### src/rtl/div_pkg.sv
// Purpose: shared widths, FSM state encoding and the bit-length helper for the
//          divider job issuer.
// Contents: DIV_W   - operand width presented to the divider
//           LEN_W   - width of the m/n bit-length fields
//           OPW_MAX - widest input operand the bit-length helper accepts
//           state_t - issuer FSM states
//           bitlen  - index of the most significant one plus one, 0 for zero
package div_pkg;

    localparam int unsigned DIV_W   = 33;
    localparam int unsigned LEN_W   = 5;
    localparam int unsigned OPW_MAX = 31;

    typedef enum logic [1:0] {
        S_IDLE      = 2'd0,
        S_ISSUE     = 2'd1,
        S_WAIT_DROP = 2'd2,
        S_WAIT_DONE = 2'd3
    } state_t;

    // Highest set bit wins because later iterations overwrite earlier ones.
    function automatic logic [LEN_W-1:0] bitlen(input logic [OPW_MAX-1:0] x);
        logic [LEN_W-1:0] len;
        len = '0;
        for (int i = 0; i < int'(OPW_MAX); i++) begin
            if (x[i]) begin
                len = LEN_W'(i + 1);
            end
        end
        return len;
    endfunction

endpackage

### src/rtl/div_job_issuer_fifo.sv
// Purpose: show-ahead synchronous FIFO holding packed division jobs.
// Ports:   clk, rst_n      - clock, asynchronous active-low reset
//          push / wdata    - write one entry (ignored when full)
//          pop  / rdata    - rdata is the head entry; pop removes it (ignored when empty)
//          full, empty     - occupancy flags
//          count           - number of stored entries
module job_fifo #(
    parameter int unsigned W     = 72,
    parameter int unsigned DEPTH = 4
) (
    input  logic                     clk,
    input  logic                     rst_n,
    input  logic                     push,
    input  logic                     pop,
    input  logic [W-1:0]             wdata,
    output logic [W-1:0]             rdata,
    output logic                     full,
    output logic                     empty,
    output logic [$clog2(DEPTH):0]   count
);

    localparam int unsigned AW    = $clog2(DEPTH);
    localparam int unsigned CNT_W = AW + 1;

    logic [W-1:0]     r_mem [DEPTH];
    logic [AW-1:0]    r_wr_ptr;
    logic [AW-1:0]    r_rd_ptr;
    logic [CNT_W-1:0] r_count;
    logic             w_wr;
    logic             w_rd;

    assign full  = (r_count == CNT_W'(DEPTH));
    assign empty = (r_count == '0);
    assign count = r_count;
    assign rdata = r_mem[r_rd_ptr];

    assign w_wr = push & ~full;
    assign w_rd = pop & ~empty;

    // Pointers wrap naturally because DEPTH is a power of two.
    always_ff @(posedge clk or negedge rst_n) begin
        if (!rst_n) begin
            r_wr_ptr <= '0;
            r_rd_ptr <= '0;
            r_count  <= '0;
        end else begin
            if (w_wr) begin
                r_wr_ptr <= r_wr_ptr + AW'(1);
            end
            if (w_rd) begin
                r_rd_ptr <= r_rd_ptr + AW'(1);
            end
            case ({w_wr, w_rd})
                2'b10:   r_count <= r_count + CNT_W'(1);
                2'b01:   r_count <= r_count - CNT_W'(1);
                default: r_count <= r_count;
            endcase
        end
    end

    // Storage needs no reset: entries are only read after being written.
    always_ff @(posedge clk) begin
        if (w_wr) begin
            r_mem[r_wr_ptr] <= wdata;
        end
    end

endmodule

### src/rtl/div_job_issuer.sv
// Purpose: buffers unsigned division jobs, computes operand bit-lengths on the
//          push side and issues jobs one at a time to the iterative divider.
//          Divide-by-zero jobs are dropped here and flagged with err_div0.
// Ports:   clk, rst_n                 - clock, asynchronous active-low reset
//          in_valid, in_dividend,
//          in_divisor, in_ready       - job input handshake
//          err_div0                   - 1-cycle pulse after a dropped divisor==0 job
//          dividend, divisor, m, n    - job presented to the divider, held while in flight
//          ready                      - 1-cycle start strobe to the divider
//          done                       - divider idle flag (high = idle)
//          count                      - FIFO occupancy
//          jobs_issued                - wrapping count of start strobes
module div_job_issuer
    import div_pkg::*;
#(
    parameter int unsigned OPW   = 31,
    parameter int unsigned DEPTH = 4
) (
    input  logic                      clk,
    input  logic                      rst_n,
    input  logic                      in_valid,
    input  logic [OPW-1:0]            in_dividend,
    input  logic [OPW-1:0]            in_divisor,
    output logic                      in_ready,
    output logic                      err_div0,
    output logic [DIV_W-1:0]          dividend,
    output logic [DIV_W-1:0]          divisor,
    output logic [LEN_W-1:0]          m,
    output logic [LEN_W-1:0]          n,
    output logic                      ready,
    input  logic                      done,
    output logic [$clog2(DEPTH):0]    count,
    output logic [15:0]               jobs_issued
);

    localparam int unsigned CNT_W = $clog2(DEPTH) + 1;
    localparam int unsigned JOB_W = 2 * OPW + 2 * LEN_W;

    state_t           r_state;
    logic             r_in_ready;
    logic             r_err_div0;
    logic [DIV_W-1:0] r_dividend;
    logic [DIV_W-1:0] r_divisor;
    logic [LEN_W-1:0] r_m;
    logic [LEN_W-1:0] r_n;
    logic             r_ready;
    logic [15:0]      r_jobs;

    logic             w_accept;
    logic             w_div0;
    logic             w_push;
    logic             w_pop;
    logic             w_full;
    logic             w_empty;
    logic [CNT_W-1:0] w_count;
    logic [CNT_W-1:0] w_count_nxt;
    logic [LEN_W-1:0] w_len_dd;
    logic [LEN_W-1:0] w_len_ds;
    logic [LEN_W-1:0] w_m;
    logic [JOB_W-1:0] w_wdata;
    logic [JOB_W-1:0] w_rdata;
    logic [OPW-1:0]   w_rd_dd;
    logic [OPW-1:0]   w_rd_ds;
    logic [LEN_W-1:0] w_rd_m;
    logic [LEN_W-1:0] w_rd_n;

    // Push side: accept, filter divide-by-zero, compute bit-lengths.
    assign w_accept = in_valid & r_in_ready;
    assign w_div0   = w_accept & (in_divisor == '0);
    assign w_push   = w_accept & ~w_div0 & ~w_full;

    assign w_len_dd = bitlen(OPW_MAX'(in_dividend));
    assign w_len_ds = bitlen(OPW_MAX'(in_divisor));
    // A dividend shorter than the divisor is padded up to the divisor length.
    assign w_m      = (w_len_dd > w_len_ds) ? w_len_dd : w_len_ds;
    assign w_wdata  = {in_dividend, in_divisor, w_m, w_len_ds};

    assign w_pop    = (r_state == S_IDLE) & ~w_empty & done;

    assign w_rd_dd  = w_rdata[JOB_W-1 -: OPW];
    assign w_rd_ds  = w_rdata[2*LEN_W +: OPW];
    assign w_rd_m   = w_rdata[LEN_W +: LEN_W];
    assign w_rd_n   = w_rdata[0 +: LEN_W];

    assign w_count_nxt = CNT_W'(w_count + CNT_W'(w_push) - CNT_W'(w_pop));

    job_fifo #(
        .W     (JOB_W),
        .DEPTH (DEPTH)
    ) u_fifo (
        .clk   (clk),
        .rst_n (rst_n),
        .push  (w_push),
        .pop   (w_pop),
        .wdata (w_wdata),
        .rdata (w_rdata),
        .full  (w_full),
        .empty (w_empty),
        .count (w_count)
    );

    // in_ready is registered from next occupancy so it reads 0 during reset
    // and a pop never frees a slot for a push on the same edge.
    always_ff @(posedge clk or negedge rst_n) begin
        if (!rst_n) begin
            r_in_ready <= 1'b0;
            r_err_div0 <= 1'b0;
        end else begin
            r_in_ready <= (w_count_nxt != CNT_W'(DEPTH));
            r_err_div0 <= w_div0;
        end
    end

    // Issue FSM with registered divider-side outputs.
    always_ff @(posedge clk or negedge rst_n) begin
        if (!rst_n) begin
            r_state    <= S_IDLE;
            r_ready    <= 1'b0;
            r_dividend <= '0;
            r_divisor  <= '0;
            r_m        <= '0;
            r_n        <= '0;
            r_jobs     <= '0;
        end else begin
            r_ready <= 1'b0;
            case (r_state)
                S_IDLE: begin
                    if (w_pop) begin
                        r_dividend <= DIV_W'(w_rd_dd);
                        r_divisor  <= DIV_W'(w_rd_ds);
                        r_m        <= w_rd_m;
                        r_n        <= w_rd_n;
                        r_ready    <= 1'b1;
                        r_jobs     <= r_jobs + 16'd1;
                        r_state    <= S_ISSUE;
                    end
                end
                S_ISSUE: begin
                    r_state <= S_WAIT_DROP;
                end
                // Wait for the divider to acknowledge the start by going busy.
                S_WAIT_DROP: begin
                    if (!done) begin
                        r_state <= S_WAIT_DONE;
                    end
                end
                S_WAIT_DONE: begin
                    if (done) begin
                        r_state <= S_IDLE;
                    end
                end
                default: begin
                    r_state <= S_IDLE;
                end
            endcase
        end
    end

    assign in_ready    = r_in_ready;
    assign err_div0    = r_err_div0;
    assign dividend    = r_dividend;
    assign divisor     = r_divisor;
    assign m           = r_m;
    assign n           = r_n;
    assign ready       = r_ready;
    assign count       = w_count;
    assign jobs_issued = r_jobs;

endmodule
### config.mk
export PLATFORM = sky130hd
export DESIGN_NAME = div_job_issuer
export DESIGN_NICKNAME = d
export VERILOG_FILES = /design/src/rtl/div_pkg.sv /design/src/rtl/div_job_issuer_fifo.sv /design/src/rtl/div_job_issuer.sv
export SDC_FILE = /design/constraint.sdc
export NUM_CORES = 1
export LEC_CHECK = 0
export BUFFER_PORTS_ARGS = -buffer_cell sky130_fd_sc_hd__buf_2
export CAP_MARGIN = 30
export CORE_ASPECT_RATIO = 1.2
export CORE_MARGIN = 2
export CORE_UTILIZATION = 53
export CTS_CLUSTER_DIAMETER = 150
export DETAILED_ROUTE_END_ITERATION = 12
export PLACE_DENSITY = 0.76
export SLEW_MARGIN = 20
export SYNTH_ARGS = -nofsm -noshare
export SYNTH_HDL_FRONTEND = slang
export SYNTH_SLANG_ARGS = --single-unit
### constraint.sdc
create_clock -name clk -period 3.1 [get_ports clk]
set_input_delay 0.465 -clock clk [delete_from_list [all_inputs] [get_ports clk]]
set_output_delay 0.465 -clock clk [all_outputs]
set_load 0.03 [all_outputs]
==> metrics.yaml <==
postCtsSetupBuffers: 0
leakagePower_nw: 7.28
maxCapViolations: 0
setup_tns_ns: 0
vias: 8890
status: "complete, no violations"
wl_per_cell_um: 20.2
hpwlAfterDp_um: 20200
avgViaCountPerCell: 5.54
grt-ovfl-total: 0
antenna_found_initial: 4
cp-start-kind: "input pin"
synth_top_family_by_area: "multiplexers"
synthMuxAreaShare_pct: 11.0
grt_pass1_vias: 9022
synth_ff_type: "edfxtp_1"
reg2regPathDepth: 10
drive_gt1_share_pct: 30.8
yosys.area_share.adder_pct: 1.57
clk_path_buf_depth: 3
final.setup_skew_ns: 0.0271
synth.yosys.warnings: 0
seq_area_frac_synth_pct: 73.0
firstDrtPassIters: 4
setup_viol: 0
min_period_ns: 2.84
crit_type: "input pin to flop"
synth_edf_count: 288
synthCells: 953
internal_power_w: 0.0117
ys_ff_latch: 388
clkPwrFrac_pct: 26.0
p_per_area_nw_per_um2: 956
cts_tree: "yes"
final_max_slew_viol_count: 0
cts.sinks: 388
power_w: 0.0175
synth_compound_area_share_pct: 2.24
root_buffer: "clkbuf_16"
io_pins: 164
dr.first_iter.drc_count: 617
cts_hold_buffers: 0
relSlewSlack_pct: 36.8
seqPwrFrac_pct: 43.5
final_hold_viol_count: 0
area_growth_pct: 20.1
synth_simple_gate_area_share_pct: 9.16
insertion_delay_ns: 0.54
netSwitchingFraction_pct: 33.1
synth_area_per_cell_sq_um: 16.0
fp.dieW_um: 159
critPathCapture: "u_fifo.r_mem[3][7]"
synth_cell_types: 55
fmax_mhz: 352
period_share_pct: 91.7
die_y_um: 190
die_area_sq_um: 30200
rsz0062_at_grt: "false"
switching_power_w: 0.00581
drc: 0
peakVddDrop_v: 0.000509
netlist_area_sq_um: 15300
synth_top_area_share_pct: 56.6
grt_pass1_wl_um: 50500
hold_class: "input pin to async pin"
synth.area.top_cells: "edfxtp_1, dfrtp_1, mux4_2"
r2r_start: "u_fifo.count[1]"
cp.arrival_ns: 3.17
cp-end-kind: "flop"
gp_congestion: 0.809
synth_xor_area_share_pct: 1.32
cts-buffers-inserted: 39
n_fill_cell: 2069
core_area_sq_um: 28600
worstMarginPinSlew_ns: 0.948
yosysMostFrequentCell: "edfxtp_1"
fin_nets: 1269
initial_core_util_pct: 53.4
portBuffers: 159
yosys-top-cells-count: "edfxtp_1, nand2_1, dfrtp_1, mux4_2, nor2_1"
rrSetupSlack_ns: 0.72
htreeDepth: 2
worstPathRequired_ns: 3.42
async_flop_share_pct: 25.8
grt_max_degree: 78
num_rows: 68
synth_top_area_cell: "edfxtp_1"
drtAntennaViolNets: 0
path_clk_slew_ns: 0.06
wl_um: 32500
r2r_end: "in_ready"
cp-startpoint: "in_dividend[3]"
grtUsageTotal_pct: 21.8
critical_path.max_fanout: 4
combPwrFrac_pct: 30.5
-- worst min path at each step --
stage,from,endpoint,slack (ns),cells past startpoint
after floorplan,rst_n,dividend[0],0.17,0
after global placement,divisor[7],divisor[7],0.45,2
after detailed placement,dividend[14],dividend[14],0.46,2
after CTS,rst_n,divisor[3],0.04,1
after global routing,rst_n,divisor[6],0.07,1
final,rst_n,divisor[6],0.02,1
-- kinds of logic (layout without fill, tap and decap cells) --
| group | count (synthesis) | in the layout |
|---|---|---|
| compound gates | 51 | 51 |
| xor+xnor | 23 | 23 |
| fa+ha+maj | 18 | 18 |
| buf+inv | 65 | 325 |
| flops | 388 | 388 |
| mux | 77 | 77 |
| other cells | 1 | 7 |
| simple gates | 330 | 330 |
-- registers in the layout (all words and copies together), names as in the netlist --
register and cells:
in_ready 1, u_fifo.r_rd_ptr 2, u_fifo.r_mem 288, divisor 31, m 5, jobs_issued 16, r_state 2, n 5
u_fifo.count 3, dividend 31, u_fifo.r_wr_ptr 2, ready 1, err_div0 1
-- layout make-up --
class / instances / area, sq um / area share, %
sequential: 388 / 11200 / 60.8
tap: 385 / 482 / 2.63
clock inverter: 16 / 121 / 0.661
antenna: 3 / 7.51 / 0.0409
clock buffer: 56 / 1140 / 6.23
inverter: 29 / 109 / 0.593
multi-input combinational: 503 / 3910 / 21.3
timing repair buffer: 224 / 1420 / 7.76
-- what timing repair did --
action                                  CTS  global route
hold endpoints to repair                  0             0
endpoints found under the setup margin    0             4
gates resized for setup                   0             2
-- power by group through the flow --
stage	Combinational, W	Sequential (W)	Clock, W
6_report	0.00534	0.00763	0.00457
5_1_grt	0.00577	0.00777	0.00487
4_1_cts	0.00543	0.00765	0.00466
3_5_place_dp	0.00540	0.00773	0
3_3_place_gp	0.00530	0.00767	0
2_1_floorplan	0.00284	0.00845	0
-- cells in the final DEF, fill, tap and decap left out, types with 12 or more instances in the layout --
master	instances
xnor2_1	17
buf_2	158
clkbuf_16	41
dfrtp_1	98
nor3_1	15
nor2_1	29
ha_1	16
mux4_2	72
buf_4	55
inv_1	28
o21ai_0	13
edfxtp_1	288
nand2_1	240
a21oi_1	12
-- worst max-delay path, stage by stage --
cell      delay, ns
buf_2          0.11
o31a_1         0.31
nor4_1         0.30
o21ai_0        0.26
o41ai_2        0.32
buf_4          0.18
ha_1           0.24
a21oi_1        0.18
o21ai_0        0.09
o211ai_1       0.20
buf_4          0.21
mux2i_1        0.31
-- stage by stage --
step           cells  hold WS [ns]  utilization (%)  cell area (sq um)  setup WS [ns]
2_1_floorplan    956         0.169                -              15300          0.121
3_3_place_gp    1529         0.453             59.7              17100         -0.169
3_5_place_dp    1529         0.457             59.7              17100         -0.337
4_1_cts         1601        0.0386             64.1              18300          0.209
5_1_grt         1603        0.0698             64.2              18300         0.0462
6_report        1604        0.0245             64.2              18400          0.256
-- metal layers --
layer  vias to the layer above  part of all wire (%)  track usage [%]
li1                       3987                     -                -
met1                      4541                    41             28.3
met2                       297                    51             37.4
met3                        63                   5.6             3.99
met4                         2                   2.6             7.41
met5                         -                 0.040                0
(Power assumes the default switching activity.)
